$ cat config.mk
export PLATFORM = sky130hd
export DESIGN_NAME = counter_monitor
export DESIGN_NICKNAME = d
export VERILOG_FILES = /design/src/rtl/counter_monitor.sv
export SDC_FILE = /design/constraint.sdc
export NUM_CORES = 1
export LEC_CHECK = 0
export ABC_CLOCK_PERIOD_IN_PS = 4500
export CORE_MARGIN = 8
export CORE_UTILIZATION = 65
export CTS_CLUSTER_DIAMETER = 80
export CTS_CLUSTER_SIZE = 28
export DETAILED_ROUTE_END_ITERATION = 10
export DONT_BUFFER_PORTS = 1
export GPL_TIMING_DRIVEN = 0
export HOLD_SLACK_MARGIN = 0.06
export PLACE_DENSITY = 0.81
export SLEW_MARGIN = 30
export SYNTH_ARGS = -nofsm -noshare
export SYNTH_HDL_FRONTEND = slang
export SYNTH_SLANG_ARGS = --single-unit
$ cat constraint.sdc
create_clock -name clk -period 4.5 [get_ports clk]
set_input_delay 0.675 -clock clk [delete_from_list [all_inputs] [get_ports clk]]
set_output_delay 0.675 -clock clk [all_outputs]
set_load 0.01 [all_outputs]
$ cat src/rtl/counter_monitor.sv
// Receive-side checker for a free-running counter stream: acquires lock on
// consecutive +1 steps, flags and counts slips, and tracks accepted-stream parity.
module counter_monitor #(
    parameter int WIDTH    = 8,
    parameter int LOCK_CNT = 2,
    parameter int LOSS_CNT = 3,
    parameter int ERR_W    = 8
) (
    input  logic             clk,
    input  logic             rst_n,
    input  logic             cnt_valid,
    input  logic [WIDTH-1:0] cnt_in,
    input  logic             clear,
    output logic             locked,
    output logic             err_pulse,
    output logic [ERR_W-1:0] err_count,
    output logic             parity_out,
    output logic [WIDTH-1:0] expected
);
    typedef enum logic [1:0] {UNLOCKED, ACQUIRE, LOCKED, SLIP} state_t;

    localparam int MW = $clog2(LOCK_CNT + 1);
    localparam int LW = $clog2(LOSS_CNT + 1);
    localparam logic [MW-1:0]    LOCK_V = MW'(LOCK_CNT);
    localparam logic [LW-1:0]    LOSS_V = LW'(LOSS_CNT);
    localparam logic [WIDTH-1:0] ONE    = WIDTH'(1);

    state_t           state, state_nxt;
    logic [WIDTH-1:0] last, last_nxt, expected_nxt;
    logic [MW-1:0]    match_cnt, match_nxt;
    logic [LW-1:0]    miss_cnt, miss_nxt;
    logic [ERR_W-1:0] err_count_nxt;
    logic             parity_nxt, err_nxt, locked_nxt, match;

    // Wraps naturally at WIDTH bits, so all-ones -> zero counts as a good step.
    assign match = (cnt_in == last + ONE);

    always_comb begin
        state_nxt    = state;
        last_nxt     = last;
        expected_nxt = expected;
        match_nxt    = match_cnt;
        miss_nxt     = miss_cnt;
        parity_nxt   = parity_out;
        err_nxt      = 1'b0;
        if (cnt_valid) begin
            last_nxt     = cnt_in;
            expected_nxt = cnt_in + ONE;
            case (state)
                UNLOCKED: begin
                    state_nxt = ACQUIRE;
                    match_nxt = '0;
                end
                ACQUIRE: begin
                    if (match) begin
                        match_nxt = match_cnt + MW'(1);
                        if (match_nxt == LOCK_V) begin
                            state_nxt  = LOCKED;
                            parity_nxt = cnt_in[0];
                            match_nxt  = '0;
                        end
                    end else begin
                        match_nxt = '0;
                    end
                end
                LOCKED: begin
                    if (match) begin
                        parity_nxt = ~parity_out;
                    end else begin
                        err_nxt   = 1'b1;
                        miss_nxt  = LW'(1);
                        state_nxt = SLIP;
                        if (miss_nxt == LOSS_V) begin
                            state_nxt = UNLOCKED;
                            miss_nxt  = '0;
                        end
                    end
                end
                SLIP: begin
                    if (match) begin
                        state_nxt  = LOCKED;
                        miss_nxt   = '0;
                        parity_nxt = ~parity_out;
                    end else begin
                        err_nxt  = 1'b1;
                        miss_nxt = miss_cnt + LW'(1);
                        if (miss_nxt == LOSS_V) begin
                            state_nxt = UNLOCKED;
                            miss_nxt  = '0;
                        end
                    end
                end
                default: state_nxt = UNLOCKED;
            endcase
        end

        // clear wins over a same-cycle increment; the pulse itself is unaffected.
        err_count_nxt = err_count;
        if (clear)
            err_count_nxt = '0;
        else if (err_nxt && err_count != '1)
            err_count_nxt = err_count + ERR_W'(1);

        locked_nxt = (state_nxt == LOCKED) || (state_nxt == SLIP);
    end

    always_ff @(posedge clk or negedge rst_n) begin
        if (!rst_n) begin
            state      <= UNLOCKED;
            last       <= '0;
            expected   <= '0;
            match_cnt  <= '0;
            miss_cnt   <= '0;
            parity_out <= 1'b0;
            err_pulse  <= 1'b0;
            err_count  <= '0;
            locked     <= 1'b0;
        end else begin
            state      <= state_nxt;
            last       <= last_nxt;
            expected   <= expected_nxt;
            match_cnt  <= match_nxt;
            miss_cnt   <= miss_nxt;
            parity_out <= parity_nxt;
            err_pulse  <= err_nxt;
            err_count  <= err_count_nxt;
            locked     <= locked_nxt;
        end
    end
endmodule

After elaboration in Yosys (flattened, before gate mapping) --
Index checks and enable logic that the tools add are counted.
Storage, ports and cells: flip-flop bits (word level) 33, word-level logic and storage cells 62, output and inout port bits 19
Cells by class: equality and inequality tests 13, add/sub/neg operators 5, mux-type cells 23, reductions and logical operators 11, bitwise logic cells 1
Operators with widths (number):
- $add A8 B1 Y8 const B | 3
- $mux W2 | 11
- $mux W8 | 2
- $eq A2 B2 Y1 const B | 6
- $eq A8 B8 Y1 | 1
- $ne A8 B8 Y1 const B | 1
- $pmux W2 S2 | 2
- $pmux W2 S4 | 1
- $reduce_bool A2 Y1 | 4
- $mux W1 | 6
- $ne A2 B2 Y1 const B | 3
- $reduce_and A5 Y1 | 1
- $add A2 B1 Y2 const B | 2
- $reduce_and A3 Y1 | 1
- $eq A2 B1 Y1 const B | 1
- $logic_not A2 Y1 | 1
- $ne A2 B1 Y1 const B | 1
- $pmux W1 S2 | 1
- $reduce_and A2 Y1 | 1
- $reduce_or A2 Y1 | 1
- $logic_and A1 B1 Y1 | 1
- $logic_or A1 B1 Y1 | 1
- $not A1 Y1 | 1

Longest topological paths before layout --
Gate-level depths: netlist of run 1.
depth after elaboration 8, depth in mapped cells 9

Worst setup path before layout of run 1 --
No wires, ideal clock.
path type input-to-reg, start input cnt_in[5], end register err_count[0], data required time 4.372 ns, arrival 2.245 ns, stages on the path 8, setup slack 2.128 ns, setup time 0.128 ns, cells stage by stage buf_2 and2_0 o221a_1 a311oi_2 a211oi_1 buf_4 nor3b_2 mux2_1
On the way: cells in the longest elaborated chain, start to end 6
RTL lines:
- from (decl) | RTL line 12 | input logic [WIDTH-1:0] cnt_in,
- $eq A8 B8 Y1 | RTL line 36 | assign match = (cnt_in == last + ONE);
- $mux W1 | RTL line 67, 80
- $mux W1
- $mux W1 | RTL line 46 | if (cnt_valid) begin
- $logic_and A1 B1 Y1 | RTL line 101 | else if (err_nxt && err_count != '1)
- $reduce_bool A2 Y1 (no source line)
- to (signal assigned) | RTL line 126 | err_count <= err_count_nxt;
- to (decl) | RTL line 16 | output logic [ERR_W-1:0] err_count,
Every way passes these cells. A chain may end at the register's enable or synchronous reset.

Final worst setup path of run 1 --
Same ends and word-level chain as after synthesis.

==> results.cfg, run 1 <==
[status]
status = finished clean

[place]
place_congestion = 0.897
pre_cts_slack_ns = 1.95
hpwl_mm = 2.83
portBuffers = 0

[critical_path]
critical_path_class = in -> reg
critical_path_arrival_ns = 2.43
cp.depth = 8
slowest_delay_ns = 0.37
cp-start-kind = input pin
required_ns = 4.71
worstRegToRegCells = 8
crit_family = compound AO/OA/AOI/OAI gates
cp_slowest_cell = mux2_1
setup.worst_path.end_class = flop
path_buf_inv = 2
path_max_fanout = 10
crit_path_cell_trace = buf_2 -> and2_0 -> o221a_1 -> a311oi_2 -> a211oi_1 -> buf_4 -> nor3b_2 -> mux2_1

[route]
wl_mm = 3.94
vias = 1435
wire_per_inst_um = 17.6
viasPerCell = 6.41
drt_iter0_markers = 148
first_pass_iters = 4
drc = 0
ant_nets = 0

[logic_synthesis]
ys.flop_type = dfrtp_1
synth_top_area_share_pct = 45.0
synth_compound_area_share_pct = 13.5
synthMuxAreaShare_pct = 8.45
synth_top_family_by_area = simple AND/OR/NAND/NOR gates
netlist_area_um2 = 1840
synthXorXnorAreaFrac_pct = 6.68
synthesis.nets = 200
ys_seq_area_share_pct = 45.0
synthCells = 185
synth-simple-area-share_pct = 21.2
synth_seq_cells = 33
synth-adder-area-share_pct = 2.04
ys_async_sr_fraction_pct = 100
synth-edff-count = 0
ys_top_cells_by_area = dfrtp_1, mux2_2, nor2_1
postSynthAreaPerCell_um2 = 9.93
synthDominantAreaCellType = dfrtp_1
yosys_warnings = 0
synth_cell_types = 48

[clock_network]
clkTransAtPathRegs_ns = 0.09
post-cts-setup-buffers = 0
clockRootBuffer = clkbuf_4
cts_tree = done
cts_buffer_depth = 2
ctsResizeCount = 0
cts_hold_buf = 1
clkSinkCount = 33
clk_latency_ns = 0.33
htree_num_levels = 2
cts_buffers = 5

[die]
coreArea_um2 = 2710
die_h_um = 69.2
die-area_um2 = 4780
rows = 19
start_util_pct = 67.8
ios = 31
die_w_um = 69.2

[job]
maxCapViolCount = 0

[global_routing]
use_met1_pct = 18.6
met3_usage_pct = 7.87
use_met2_pct = 28.9
grt_max_degree = 34
track_usage_pct = 17.4
grt_pass1_vias = 1521
grt_busiest_layer = met2
grt_antenna_before_repair = 0
grt_pass1_wl_mm = 7.05
overflow = 0

[finish]
utilization_pct = 72.0
nFillCells = 214
layout-drive-gt1-share_pct = 13.5
diodes = 0
syn2layout_area_growth_pct = 6.20
fin_nets = 208

[power_and_ir_drop]
pwr-share-seq_pct = 57.4
p_leak_uw = 0.000791
p_switching_uw = 157
cellPowerDensity_nw_per_um2 = 299
switching_share_pct = 26.9
combPwrFrac_pct = 13.6
peakVddDrop_v = 0.000292
pwr-share-clk_pct = 28.9
internal_power_uw = 426

[sta]
fin_skew_ns = 0.00649
final.setup.worst_slack_ns = 2.28
period_share_pct = 49.3
fin_crit_ns = 2.22
tightestPinTransition_ns = 0.543
max_freq_ghz = 0.451
hold_viol = 0
fin_tns_setup_ns = 0
slew_headroom_pct = 63.8
slew_violations = 0
setup_viol = 0
rsz0062_at_grt = no

[min_path]
hold_class = in -> async
## cell families after synthesis
logic type	count (synthesis)
mux	14
compound gates	35
flops	33
xor+xnor	14
buf+inv	12
fa+ha+maj	3
simple gates	74
## state kept, by name, summed over array words and instances, names as in the netlist
register	count
err_count	8
expected	8
last	8
match_cnt	2
miss_cnt	2
state	2
err_pulse	1
locked	1
parity_out	1
## routing by layer
metal  share of wire, %  up-vias
met4                1.2        0
li1                   -      679
met5                  0        -
met2                 52       52
met3                8.7        7
met1                 38      697
## final timing paths
| kind | from | to | slack, ns |
|---|---|---|---|
| max | cnt_in[5] | err_count[0] | 2.28 |
| min | rst_n | err_count[3] | 0.16 |
| min in group clk | cnt_in[0] | expected[0] | 0.44 |
| max reg2reg | last[0] | err_count[0] | 2.29 |
| max in group asynchronous | rst_n | last[6] | 4.16 |
| min reg2reg | match_cnt[1] | match_cnt[1] | 0.49 |
## power by group through the flow
stage | clock, µW | sequential, µW | combinational (µW)
after floorplan | 0 | 336 | 61.0
after global placement | 0 | 339 | 68.5
after detailed placement | 0 | 341 | 71.7
after CTS | 173 | 335 | 79.8
after global routing | 188 | 338 | 89.5
final | 168 | 335 | 79.4
## cells in the mapped netlist (3+ instances only)
cell type  count
nor3_1         3
nor2_1        20
nand4_1        3
o21ai_1        4
a21oi_1       13
nand3_1        9
nor2b_1        6
or3_1          3
nand2_1       12
inv_1          3
nand4b_1       3
and3_1         3
dfrtp_1       33
ha_1           3
mux2_2        10
xnor2_1        8
clkbuf_1       3
xor2_1         6
## stage by stage
stage	hold slack [ns]	cells	total power [µW]	instance area, µm²
final	0.157	224	583	1950
after global routing	0.145	224	615	1950
after CTS	0.151	224	588	1950
after detailed placement	0.380	216	412	1880
after global placement	0.380	216	408	1880
after floorplan	0.379	185	397	1840
## area by class of cell
type / instances / area [µm²] / share of cell area (%)
multi-input cells: 140 / 952 / 48.8
flip-flops and latches: 33 / 826 / 42.3
inverters: 3 / 11.3 / 0.577
well taps: 31 / 38.8 / 1.99
repair buffers: 1 / 20.0 / 1.03
clock buffers: 7 / 55.1 / 2.82
plain buffers: 9 / 47.5 / 2.44
## cell usage in the layout, fill, tap and decap left out, drive strengths merged, types with 2 or more instances in the layout
cell type and instances:
a211oi 2, a21oi 13, a2bb2oi 2, and2 2, and3 3, buf 7
clkbuf 10, dfrtp 33, ha 3, inv 3, mux2 12, mux2i 2
nand2 13, nand2b 2, nand3 9, nand4 3, nand4b 3, nor2 20
nor2b 6, nor3 3, nor3b 3, o21ai 6, o31a 2, or3 3
xnor2 8, xor2 6
Note: power is estimated with default switching activity, not from simulation.
==> run 2, diff against run 1 <==
--- a/config.mk
+++ b/config.mk
@@ -5,16 +5,16 @@
 export SDC_FILE = /design/constraint.sdc
 export NUM_CORES = 1
 export LEC_CHECK = 0
-export ABC_CLOCK_PERIOD_IN_PS = 4500
+export ABC_CLOCK_PERIOD_IN_PS = 1900
 export CORE_MARGIN = 8
-export CORE_UTILIZATION = 65
+export CORE_UTILIZATION = 56
 export CTS_CLUSTER_DIAMETER = 80
 export CTS_CLUSTER_SIZE = 28
 export DETAILED_ROUTE_END_ITERATION = 10
 export DONT_BUFFER_PORTS = 1
 export GPL_TIMING_DRIVEN = 0
 export HOLD_SLACK_MARGIN = 0.06
-export PLACE_DENSITY = 0.81
+export PLACE_DENSITY = 0.74
 export SLEW_MARGIN = 30
 export SYNTH_ARGS = -nofsm -noshare
 export SYNTH_HDL_FRONTEND = slang
==> constraint.sdc (replaced) <==
create_clock -name clk -period 1.9 [get_ports clk]
set_input_delay 0.285 -clock clk [delete_from_list [all_inputs] [get_ports clk]]
set_output_delay 0.285 -clock clk [all_outputs]
set_load 0.01 [all_outputs]
==> run 2 against run 1 <==
  * The run now ends with negative setup slack left
  * Sequential cell count did not move
  * Clock skew shrank 0.0039 ns
  * Total power rose to 2.8 times the previous value
  * First-iteration DRC count fell by 44%
  * Critical path type is now reg -> reg
  * Largest power group unchanged
  * Highest routed layer unchanged
==> results.cfg, run 2 (same netlist as run 1, synthesis figures left out) <==
[critical_path]
setup.worst_path.end_class = flop
crit_path_cell_trace = ha_1 -> xor2_1 -> nor2_1 -> nand4b_1 -> a211oi_2 -> buf_6 -> buf_8 -> mux2i_1 -> nand2_1
required_ns = 2.14
cp-start-kind = flop
critical_path_class = reg -> reg
critical_path_arrival_ns = 2.32
slowest_delay_ns = 0.44
cp_slowest_cell = dfrtp_1
reg2reg_slack_ns = -0.19
path_max_fanout = 10

[clock_network]
clkTransAtPathRegs_ns = 0.11
clkSinkCount = 33
cts_buffer_depth = 2
htree_num_levels = 2
clk_latency_ns = 0.35
clockRootBuffer = clkbuf_4
cts_tree = done
cts_buffers = 5

[finish]
layout-drive-gt1-share_pct = 27.0
fin_nets = 225
reg.largest.list = err_count x8, expected x8, last x8
diodes = 0
final_cell_mix = dfrtp_1, nor2_1, buf_4, a21oi_1, nand2_1
nFillCells = 235
final_common_cell = dfrtp_1
utilization_pct = 71.7
syn2layout_area_growth_pct = 20.2

[route]
vias = 1523
wire_per_inst_um = 17.6
drt_iter0_markers = 83
drc = 0
ant_nets = 0
viasPerCell = 5.97
wl_mm = 4.48
first_pass_iters = 4

[die]
coreArea_um2 = 3080
rows = 20
die-area_um2 = 5370
ios = 31
start_util_pct = 59.7
die_h_um = 73.3
die_w_um = 73.3

[place]
place_congestion = 0.842
hpwl_mm = 2.89
portBuffers = 0

[global_routing]
grt_pass1_wl_mm = 7.48
track_usage_pct = 18.1
grt_pass1_vias = 1586
overflow = 0
grt_max_degree = 34
grt_antenna_before_repair = 0

[job]
maxCapViolCount = 0

[sta]
hold_viol = 0
final.setup.worst_slack_ns = -0.190
tightestPinTransition_ns = 0.596
fin_crit_ns = 2.09
slew_violations = 0
slew_headroom_pct = 60.3
setup_viol = 17
period_share_pct = 110
max_freq_ghz = 0.479
rsz0062_at_grt = yes
fin_skew_ns = 0.00256
hold_ws_ns = 0.0822

[power_and_ir_drop]
peakVddDrop_v = 0.000489
p_leak_uw = 0.000899
cellPowerDensity_nw_per_um2 = 734
power_uw = 1620

[status]
violations = negative setup slack
status = finished, violations left

[min_path]
hold_class = in -> reg
[run 2: through the flow]
stage / instances / setup TNS (ns) / instance area [µm²] / setup slack [ns]
final: 255 / -2.02 / 2210 / -0.190
after global placement: 229 / -1.06 / 1920 / -0.169
after CTS: 251 / -1.72 / 2140 / -0.167
after detailed placement: 229 / -1.96 / 1920 / -0.213
after floorplan: 185 / -0.0138 / 1860 / -0.0138
after global routing: 255 / -3.87 / 2210 / -0.317
[run 2: cell type report]
cell class	instances	area, µm²	share of cell area (%)
clock buffers	6	51.3	2.32
plain buffers	9	55.1	2.49
flip-flops and latches	33	828	37.5
inverters	3	11.3	0.510
multi-input cells	140	1020	46.1
well taps	44	55.1	2.49
repair buffers	18	150	6.80
clock inverters	2	37.5	1.70
[run 2: power by group]
part / leakage [µW] / internal, µW / total (µW) / switching (µW)
clock: 0.0000445 / 313 / 575 / 263
combinational: 0.000446 / 129 / 252 / 123
sequential: 0.000408 / 743 / 792 / 49.6
total: 0.000899 / 1180 / 1620 / 435
[run 2: worst paths after layout]
check	startpoint	to	cells after the start
worst max-delay path	last[0]	parity_out	9
worst min-delay path	cnt_in[4]	last[4]	1
worst max register to register	last[0]	parity_out	9
worst min register to register	match_cnt[1]	match_cnt[1]	1
max in group asynchronous	rst_n	last[2]	2
min in group asynchronous	rst_n	err_count[0]	2
[run 2: worst max-delay path: cells and delay by family (launching register included)]
kind | cells | cell delay, ns
flip-flops | 1 | 0.44
adder cells (fa/ha/maj) | 1 | 0.33
buffers and inverters | 2 | 0.32
AND/OR/NAND/NOR | 3 | 0.31
AO/OA/AOI/OAI | 1 | 0.25
multiplexers | 1 | 0.18
XOR/XNOR | 1 | 0.15
[run 2: metal layers]
layer	wire, µm	track usage (%)	vias to the layer above
met5	0	0	-
met4	79	8.44	0
met3	293	6.67	10
met2	2250	29.5	42
met1	1860	20.5	757
li1	-	-	714
[run 2: timing repair]
| item | CTS | global route |
|---|---|---|
| hold buffers | 3 | 0 |
| pin swaps | 10 | 10 |
| endpoints found under the setup margin | 16 | 17 |
| resized for setup | 4 | 10 |
| hold endpoints to repair | 34 | 0 |
| buffers inserted | 10 | 4 |
| cloned | 1 | 0 |
==> run 3, diff against run 2 <==
--- a/config.mk
+++ b/config.mk
@@ -7,14 +7,14 @@
 export LEC_CHECK = 0
 export ABC_CLOCK_PERIOD_IN_PS = 1900
 export CORE_MARGIN = 8
-export CORE_UTILIZATION = 56
+export CORE_UTILIZATION = 55
 export CTS_CLUSTER_DIAMETER = 80
 export CTS_CLUSTER_SIZE = 28
 export DETAILED_ROUTE_END_ITERATION = 10
 export DONT_BUFFER_PORTS = 1
 export GPL_TIMING_DRIVEN = 0
 export HOLD_SLACK_MARGIN = 0.06
-export PLACE_DENSITY = 0.74
+export PLACE_DENSITY = 0.73
 export SLEW_MARGIN = 30
 export SYNTH_ARGS = -nofsm -noshare
 export SYNTH_HDL_FRONTEND = slang
==> run 3 against run 2 <==
  * The run still ends with negative setup slack left
  * Clock power down 36%
  * Sequential share of layout area down 0.41 points
  * Final area up 0.96%
  * Die area up 1.4%
  * Critical path type unchanged
  * Highest routed layer unchanged
==> results.cfg, run 3 (same netlist as run 1, synthesis figures left out) <==
[status]
status = finished, violations left
violations = negative setup slack

[finish]
final_cell_mix = dfrtp_1, nor2_1, buf_4, nand2_1, mux2_2
diodes = 0
fin_nets = 225
syn2layout_area_growth_pct = 21.3
nFillCells = 272
layout-drive-gt1-share_pct = 30.8
reg.largest.list = err_count x8, expected x8, last x8
final_common_cell = dfrtp_1
final_cell_area_um2 = 2230
utilization_pct = 67.8

[route]
ant_nets = 0
wire_per_inst_um = 16.6
wl_mm = 4.27
vias = 1469
viasPerCell = 5.72
drc = 0
drt_iter0_markers = 76
first_pass_iters = 5

[clock_network]
cts_tree = done
cts_buffers = 5
clkTransAtPathRegs_ns = 0.09
clk_latency_ns = 0.33
clkSinkCount = 33
cts_buffer_depth = 2
clockRootBuffer = clkbuf_4
htree_num_levels = 2

[place]
place_congestion = 0.786
portBuffers = 0
postPlaceCellArea_um2 = 1920
pre_cts_slack_ns = -0.273
hpwl_mm = 2.95

[sta]
slew_violations = 0
setup_viol = 16
max_freq_ghz = 0.485
fin_skew_ns = 0.00603
hold_viol = 0
fin_crit_ns = 2.06
rsz0062_at_grt = yes
slew_headroom_pct = 60.3
final.setup.worst_slack_ns = -0.163
fin_tns_setup_ns = -1.81
period_share_pct = 109
tightestPinTransition_ns = 0.595

[die]
die_w_um = 73.8
rows = 21
die-area_um2 = 5440
start_util_pct = 55.9
coreArea_um2 = 3280
ios = 31
die_h_um = 73.8

[power_and_ir_drop]
pwr-share-seq_pct = 56.2
p_leak_uw = 0.000896
cellPowerDensity_nw_per_um2 = 630
power_uw = 1400
combPwrFrac_pct = 17.5
pwr-share-clk_pct = 26.3
internal_power_uw = 1020
peakVddDrop_v = 0.000404
switching_share_pct = 27.5
p_switching_uw = 386

[min_path]
hold_class = in -> reg

[global_routing]
grt_pass1_vias = 1531
track_usage_pct = 16.9
grt_pass1_wl_mm = 7.09
grt_antenna_before_repair = 0
overflow = 0
grt_max_degree = 34

[critical_path]
setup.worst_path.end_class = flop
critical_path_class = reg -> reg
cp-start-kind = flop
critical_path_arrival_ns = 2.29
path_max_fanout = 7
required_ns = 2.12
reg2reg_slack_ns = -0.16

[job]
maxCapViolCount = 0
run 3: final timing paths:
path | to | startpoint | cells past startpoint
max | err_count[0] | last[2] | 8
min | last[1] | cnt_in[1] | 1
max reg2reg | err_count[0] | last[2] | 8
min reg2reg | miss_cnt[1] | miss_cnt[1] | 1
max in group asynchronous | last[2] | rst_n | 2
min in group asynchronous | err_count[5] | rst_n | 2
run 3: power groups by stage:
| stage | clock network (µW) | registers, µW | logic, µW |
|---|---|---|---|
| global placement | 0 | 805 | 165 |
| floorplan | 0 | 796 | 148 |
| global route | 416 | 795 | 272 |
| CTS | 380 | 789 | 228 |
| finish | 369 | 789 | 245 |
| detailed placement | 0 | 808 | 173 |
run 3: layer usage:
| layer | track usage (%) | vias to the layer above | share of wire, % |
|---|---|---|---|
| li1 | - | 714 | - |
| met1 | 20.3 | 721 | 44 |
| met2 | 27.2 | 27 | 50 |
| met3 | 5.05 | 7 | 4.8 |
| met4 | 7.54 | 0 | 1.6 |
| met5 | 0 | - | 0 |
run 3: worst max-delay path, cell delays in order (launching register included):
cell	delay (ns)
dfrtp_2	0.44
buf_4	0.15
nor2b_2	0.11
a211oi_2	0.05
o32a_1	0.36
a211oi_2	0.26
buf_6	0.19
nor3b_4	0.06
mux2_4	0.31
run 3: final cells by class:
| cell class | instances | area, µm² | area share [%] |
|---|---|---|---|
| buffer | 9 | 55.1 | 2.47 |
| multi-input combinational | 140 | 1060 | 47.6 |
| tap | 46 | 57.6 | 2.58 |
| timing repair buffer | 18 | 168 | 7.52 |
| inverter | 3 | 11.3 | 0.505 |
| clock buffer | 8 | 48.8 | 2.19 |
| sequential | 33 | 827 | 37.1 |
run 3: repair_timing:
item | 4_1_cts | 5_1_grt
pin swaps | 11 | 10
hold endpoints to repair | 34 | 0
hold buffers | 3 | 0
setup buffers | 13 | 1
setup endpoints to repair | 16 | 17
cloned | 0 | 1
gates resized for setup | 8 | 16
run 3: through the flow:
stage | hold WS (ns) | instances
after global placement | -0.00962 | 231
after CTS | 0.0813 | 255
after detailed placement | -0.00961 | 231
after floorplan | -0.0106 | 185
after global routing | 0.0801 | 257
final | 0.0986 | 257
